**src/rtl/lvds_tx_pkg.sv**
```systemverilog
// lvds_tx_pkg: shared state enum, phase width and parameter defaults for the LVDS serializer
package lvds_tx_pkg;
    typedef enum logic {IDLE, RUN} state_t;
    localparam int PHASE_W = 2;
    localparam logic [PHASE_W-1:0] PHASE_PRE  = 2'd2;
    localparam logic [PHASE_W-1:0] PHASE_LAST = 2'd3;
    localparam logic [7:0] IDLE_WORD_DEF  = 8'h00;
    localparam logic [7:0] FRAME_WORD_DEF = 8'h0F;
endpackage

```
**src/rtl/lvds_tx_bitsel.sv**
```systemverilog
// lvds_tx_bitsel: picks the DDR bit pair for a phase from a word slipped s bits into its predecessor
// Ports: word/prev_word (current and previous word), s (slip offset), phase (0..3),
//        rise/fall (bit pair, rise bit precedes fall bit)
module lvds_tx_bitsel
    import lvds_tx_pkg::*;
(
    input  logic [7:0]         word,
    input  logic [7:0]         prev_word,
    input  logic [2:0]         s,
    input  logic [PHASE_W-1:0] phase,
    output logic               rise,
    output logic               fall
);
    logic [7:0] sel;
    // {prev_word[s-1:0], word[7:s]}; index 7-2p is {~p,1}, 6-2p is {~p,0}
    always_comb begin
        sel  = 8'({prev_word, word} >> s);
        rise = sel[{~phase, 1'b1}];
        fall = sel[{~phase, 1'b0}];
    end
endmodule

```
**src/rtl/lvds_ser_tx.sv**
```systemverilog
// lvds_ser_tx: 8-bit word serializer driving ODDR2 data/frame bit pairs and the DCO enable
// Ports: clk, reset (async, active-high), enable, in_data/in_valid/in_ready (word input),
//        slip (only when LVDS_TX_BITSLIP_EN is defined), dout_rise/dout_fall, frame_rise/frame_fall,
//        dco_en, word_cnt (wrapping), underflow_cnt (saturating)
module lvds_ser_tx
    import lvds_tx_pkg::*;
#(
    parameter logic [7:0] IDLE_WORD  = IDLE_WORD_DEF,
    parameter logic [7:0] FRAME_WORD = FRAME_WORD_DEF
) (
    input  logic        clk,
    input  logic        reset,
    input  logic        enable,
    input  logic [7:0]  in_data,
    input  logic        in_valid,
`ifdef LVDS_TX_BITSLIP_EN
    input  logic        slip,
`endif
    output logic        in_ready,
    output logic        dout_rise,
    output logic        dout_fall,
    output logic        frame_rise,
    output logic        frame_fall,
    output logic        dco_en,
    output logic [15:0] word_cnt,
    output logic [15:0] underflow_cnt
);
    state_t             state, state_n;
    logic [PHASE_W-1:0] phase, phase_n;
    logic [7:0]         word, prev_word, word_n, prev_n;
    logic [2:0]         s_n;
    logic               boundary, accept, run_n, d_rise, d_fall, f_rise, f_fall;
    // in_ready already holds the run decision for the boundary, so it drives the next state
    always_comb begin
        boundary = phase == PHASE_LAST;
        accept   = in_valid && in_ready;
        phase_n  = phase + PHASE_W'(1);
        state_n  = boundary ? (in_ready ? RUN : IDLE) : state;
        run_n    = state_n == RUN;
        word_n   = boundary ? (accept ? in_data : IDLE_WORD) : word;
        prev_n   = boundary ? word : prev_word;
    end
`ifdef LVDS_TX_BITSLIP_EN
    logic [2:0] s_cnt, s_act;
    // s_act freezes the offset per word, so a slip always lands on the following word
    always_ff @(posedge clk or posedge reset) begin
        if (reset) begin
            s_cnt <= '0;
            s_act <= '0;
        end else begin
            s_cnt <= s_cnt + 3'(slip);
            s_act <= s_n;
        end
    end
    assign s_n = boundary ? s_cnt : s_act;
`else
    assign s_n = '0;
`endif
    // outputs are computed from next-cycle values so every output is a plain register
    lvds_tx_bitsel u_data (
        .word(word_n), .prev_word(prev_n), .s(s_n), .phase(phase_n), .rise(d_rise), .fall(d_fall)
    );
    lvds_tx_bitsel u_frame (
        .word(FRAME_WORD), .prev_word(FRAME_WORD), .s(3'd0), .phase(phase_n), .rise(f_rise), .fall(f_fall)
    );
    // enable is taken the cycle before the boundary so in_ready can be a registered output
    always_ff @(posedge clk or posedge reset) begin
        if (reset) begin
            state         <= IDLE;
            phase         <= '0;
            word          <= IDLE_WORD;
            prev_word     <= IDLE_WORD;
            in_ready      <= 1'b0;
            dco_en        <= 1'b0;
            dout_rise     <= 1'b0;
            dout_fall     <= 1'b0;
            frame_rise    <= 1'b0;
            frame_fall    <= 1'b0;
            word_cnt      <= '0;
            underflow_cnt <= '0;
        end else begin
            state      <= state_n;
            phase      <= phase_n;
            word       <= word_n;
            prev_word  <= prev_n;
            in_ready   <= phase == PHASE_PRE && enable;
            dco_en     <= run_n;
            dout_rise  <= run_n && d_rise;
            dout_fall  <= run_n && d_fall;
            frame_rise <= run_n && f_rise;
            frame_fall <= run_n && f_fall;
            if (accept)
                word_cnt <= word_cnt + 16'd1;
            if (boundary && in_ready && !in_valid && underflow_cnt != 16'hFFFF)
                underflow_cnt <= underflow_cnt + 16'd1;
        end
    end
endmodule

```
**config.mk**
```make
export PLATFORM = sky130hd
export DESIGN_NAME = lvds_ser_tx
export DESIGN_NICKNAME = d
export VERILOG_FILES = /design/src/rtl/lvds_tx_pkg.sv /design/src/rtl/lvds_tx_bitsel.sv /design/src/rtl/lvds_ser_tx.sv
export SDC_FILE = /design/constraint.sdc
export NUM_CORES = 1
export LEC_CHECK = 0
export CORE_ASPECT_RATIO = 1.5
export CORE_MARGIN = 4
export CORE_UTILIZATION = 55
export CTS_BUF_LIST = sky130_fd_sc_hd__clkbuf_4 sky130_fd_sc_hd__clkbuf_8
export DETAILED_ROUTE_END_ITERATION = 8
export GPL_ROUTABILITY_DRIVEN = 0
export PLACE_DENSITY = 0.95
export SETUP_SLACK_MARGIN = 0.4
export SKIP_CTS_REPAIR_TIMING = 1
export SYNTH_ARGS = -nofsm -noshare
export SYNTH_HDL_FRONTEND = slang
export SYNTH_SLANG_ARGS = --single-unit
```
**constraint.sdc**
```tcl
create_clock -name clk -period 4.2 [get_ports clk]
set_input_delay 1.05 -clock clk [delete_from_list [all_inputs] [get_ports clk]]
set_output_delay 1.05 -clock clk [all_outputs]
set_load 0.1 [all_outputs]
```
==> results.py <==
metrics = {
    "floorplan": {
        "ios": 50,
        "start_util": 0.5763,
        "core_um2": 3682,
        "rows": 27,
        "die_h_um": 84.08,
        "dieArea_um2": 4936,
        "die_x_um": 58.72,
    },
    "setup_path": {
        "crit_required_ns": 3.15,
        "crit_family": "buffers and inverters",
        "cp.arrival_ns": 1.99,
        "setup.worst_path.end_class": "output port",
        "cpPeakStageDelay_ns": 1.19,
        "worstSetupStartpointType": "register",
        "criticalPathCategory": "reg -> out",
        "slowest_stage": "clkdlybuf4s50_1",
        "cp_max_fo": 7,
        "crit_chain": "clkdlybuf4s50_1",
        "crit_buf_inv": 1,
        "r2r_setup_slack_ns": 2.06,
    },
    "sta": {
        "tns_ns": 0,
        "skew_ns": 0.008708,
        "finalCritPeriodShare": 0.7233,
        "slew_violations": 0,
        "tightest_slew_ns": 0.9825,
        "fmax_mhz": 329.2,
        "slew_headroom": 0.3429,
        "fin_hold_ws_ns": 0.4854,
        "finalSetupViolCount": 0,
        "rsz0062_at_grt": "false",
        "finalHoldViolations": 0,
        "fin_crit_ns": 3.038,
    },
    "grt": {
        "grt-ovfl-total": 0,
        "grt_pass1_vias": 1695,
        "grt_max_degree": 27,
        "grt_use_total": 0.2119,
        "grt_pass1_wl_um": 7872,
        "antenna_found_initial": 0,
    },
    "route": {
        "drt_iter0_markers": 52,
        "firstDrtPassIters": 4,
        "routed_wl_um": 4470,
        "drt_drc_violations_left": 0,
        "ant_nets": 0,
        "avgViaCountPerCell": 5.733,
        "vias": 1611,
        "wl_per_cell_um": 15.91,
    },
    "placement": {
        "dp_cells": 273,
        "portBuffers": 49,
        "place_hpwl_um": 3237,
    },
    "finish": {
        "nets": 253,
        "final_util": 0.7516,
        "layout_common_cells": "clkdlybuf4s50_1, dfrtp_1, xor2_1",
        "areaGrowthSynthToFinish_pct": 30.42,
        "stdcell_count": 281,
        "mostFrequentLayoutCell": "clkdlybuf4s50_1",
        "diodes": 0,
        "drive_gt1_frac": 0.07983,
    },
    "clock_network": {
        "htree_levels": 2,
        "cts_buffer_depth": 2,
        "numCtsBuffers": 5,
        "root_buffer": "clkbuf_8",
        "cts_tree": "yes",
        "clk_pin_slew_ns": 0.08,
        "clock_sinks": 47,
        "clkLatencyLatePin_ns": 0.31,
    },
    "yosys": {
        "synthCells": 183,
        "seq_area_frac_synth": 0.5542,
        "ys_top_cells_by_area": "dfrtp_1, xor2_1, xnor2_1, nand2_1, nand3_1",
        "ys_types": 33,
        "synth_area_per_cell_um2": 11.60,
        "yosysTopAreaCellShare": 0.5542,
        "syn_nets": 199,
        "syn_area_um2": 2122,
        "ys_warn_count": 0,
        "yosys.area.top_type": "dfrtp_1",
        "yosys_register_bits": 47,
    },
    "status": {
        "status": "complete, no violations",
    },
    "job": {
        "drv_cap": 0,
    },
    "power_and_ir_drop": {
        "leakagePower_nw": 1.298,
        "finalPower_mw": 1.254,
        "ir_drop_uv": 530.5,
        "powerDensity_nw_per_um2": 453.2,
    },
    "worst_hold_path": {
        "hold_class": "reg -> reg",
    },
}
==> worst paths after layout <==
path                       cells after the start    startpoint          endpoint
max in group asynchronous                      3         reset           word[4]
setup reg to reg                               5      phase[0]  underflow_cnt[9]
hold / removal                                 1  word_cnt[15]      word_cnt[15]
min in group asynchronous                      2         reset  underflow_cnt[8]
hold reg to reg                                1  word_cnt[15]      word_cnt[15]
setup / recovery                               1      in_ready          in_ready
==> cells in the mapped netlist <==
| master | instances |
|---|---|
| nor4_1 | 5 |
| xor2_1 | 19 |
| nand4_1 | 6 |
| mux2_2 | 2 |
| nor3b_1 | 2 |
| nor2_1 | 8 |
| or4_4 | 1 |
| and3_1 | 4 |
| nand4_2 | 1 |
| or2_2 | 2 |
| o21a_1 | 1 |
| a2111oi_2 | 1 |
| xnor2_1 | 10 |
| nor4_4 | 1 |
| nor3_1 | 8 |
| and2_1 | 2 |
| nand3_1 | 12 |
| dfrtp_1 | 47 |
| o22ai_1 | 2 |
| nor4b_1 | 1 |
| inv_1 | 7 |
| o21ai_0 | 2 |
| o2bb2ai_1 | 2 |
| mux2i_1 | 1 |
| clkbuf_1 | 1 |
| a22o_1 | 4 |
| and4_1 | 3 |
| nor4_2 | 1 |
| nand2_1 | 18 |
| o2111a_1 | 2 |
| nand3b_4 | 1 |
| ha_1 | 4 |
| buf_4 | 2 |
==> registers in the layout, summed over array words and instances (netlist names) <==
register	count
dout_fall	1
word	8
frame_fall	1
dout_rise	1
underflow_cnt	16
phase	2
in_ready	1
state	1
word_cnt	16
==> power breakdown <==
part           switching [mW]  leakage [nW]  total (mW)  internal, mW
Clock                   0.151        0.0581       0.328         0.177
Sequential             0.0458         0.634       0.534         0.488
Combinational           0.296         0.606       0.392        0.0964
Total                   0.493          1.30        1.25         0.761
==> per-layer routing <==
layer	GRT usage	wire, um	up-vias
met5	0	0	-
met4	0.09897	123	0
met3	0.05108	234	12
met2	0.3591	2487	45
met1	0.2442	1625	797
li1	-	-	757
==> area by class of cell <==
| class | count | area, um2 |
|---|---|---|
| timing repair buffer | 50 | 498.0 |
| clock inverter | 3 | 43.79 |
| sequential | 47 | 1176 |
| tap | 43 | 53.80 |
| inverter | 7 | 26.28 |
| fill | 255 | 914.6 |
| clock buffer | 5 | 68.82 |
| multi-input combinational | 126 | 900.9 |
==> per-stage QoR <==
step                instance area [um2]  setup WS [ns]
floorplan                          2122          1.684
global placement                   2655          1.364
detailed placement                 2655          1.285
CTS                                2768          1.158
global route                       2768          1.097
finish                             2768          1.162
==> kinds of logic after synthesis <==
kind of cell / count (synthesis) / synth area share
AND/OR/NAND/NOR: 76 / 0.2093
flip-flops: 47 / 0.5542
XOR/XNOR: 29 / 0.1197
AO/OA/AOI/OAI: 14 / 0.05660
buffers and inverters: 10 / 0.02122
adder cells (fa/ha/maj): 4 / 0.02359
multiplexers: 3 / 0.01533
Power figures use the tool's default switching activity.
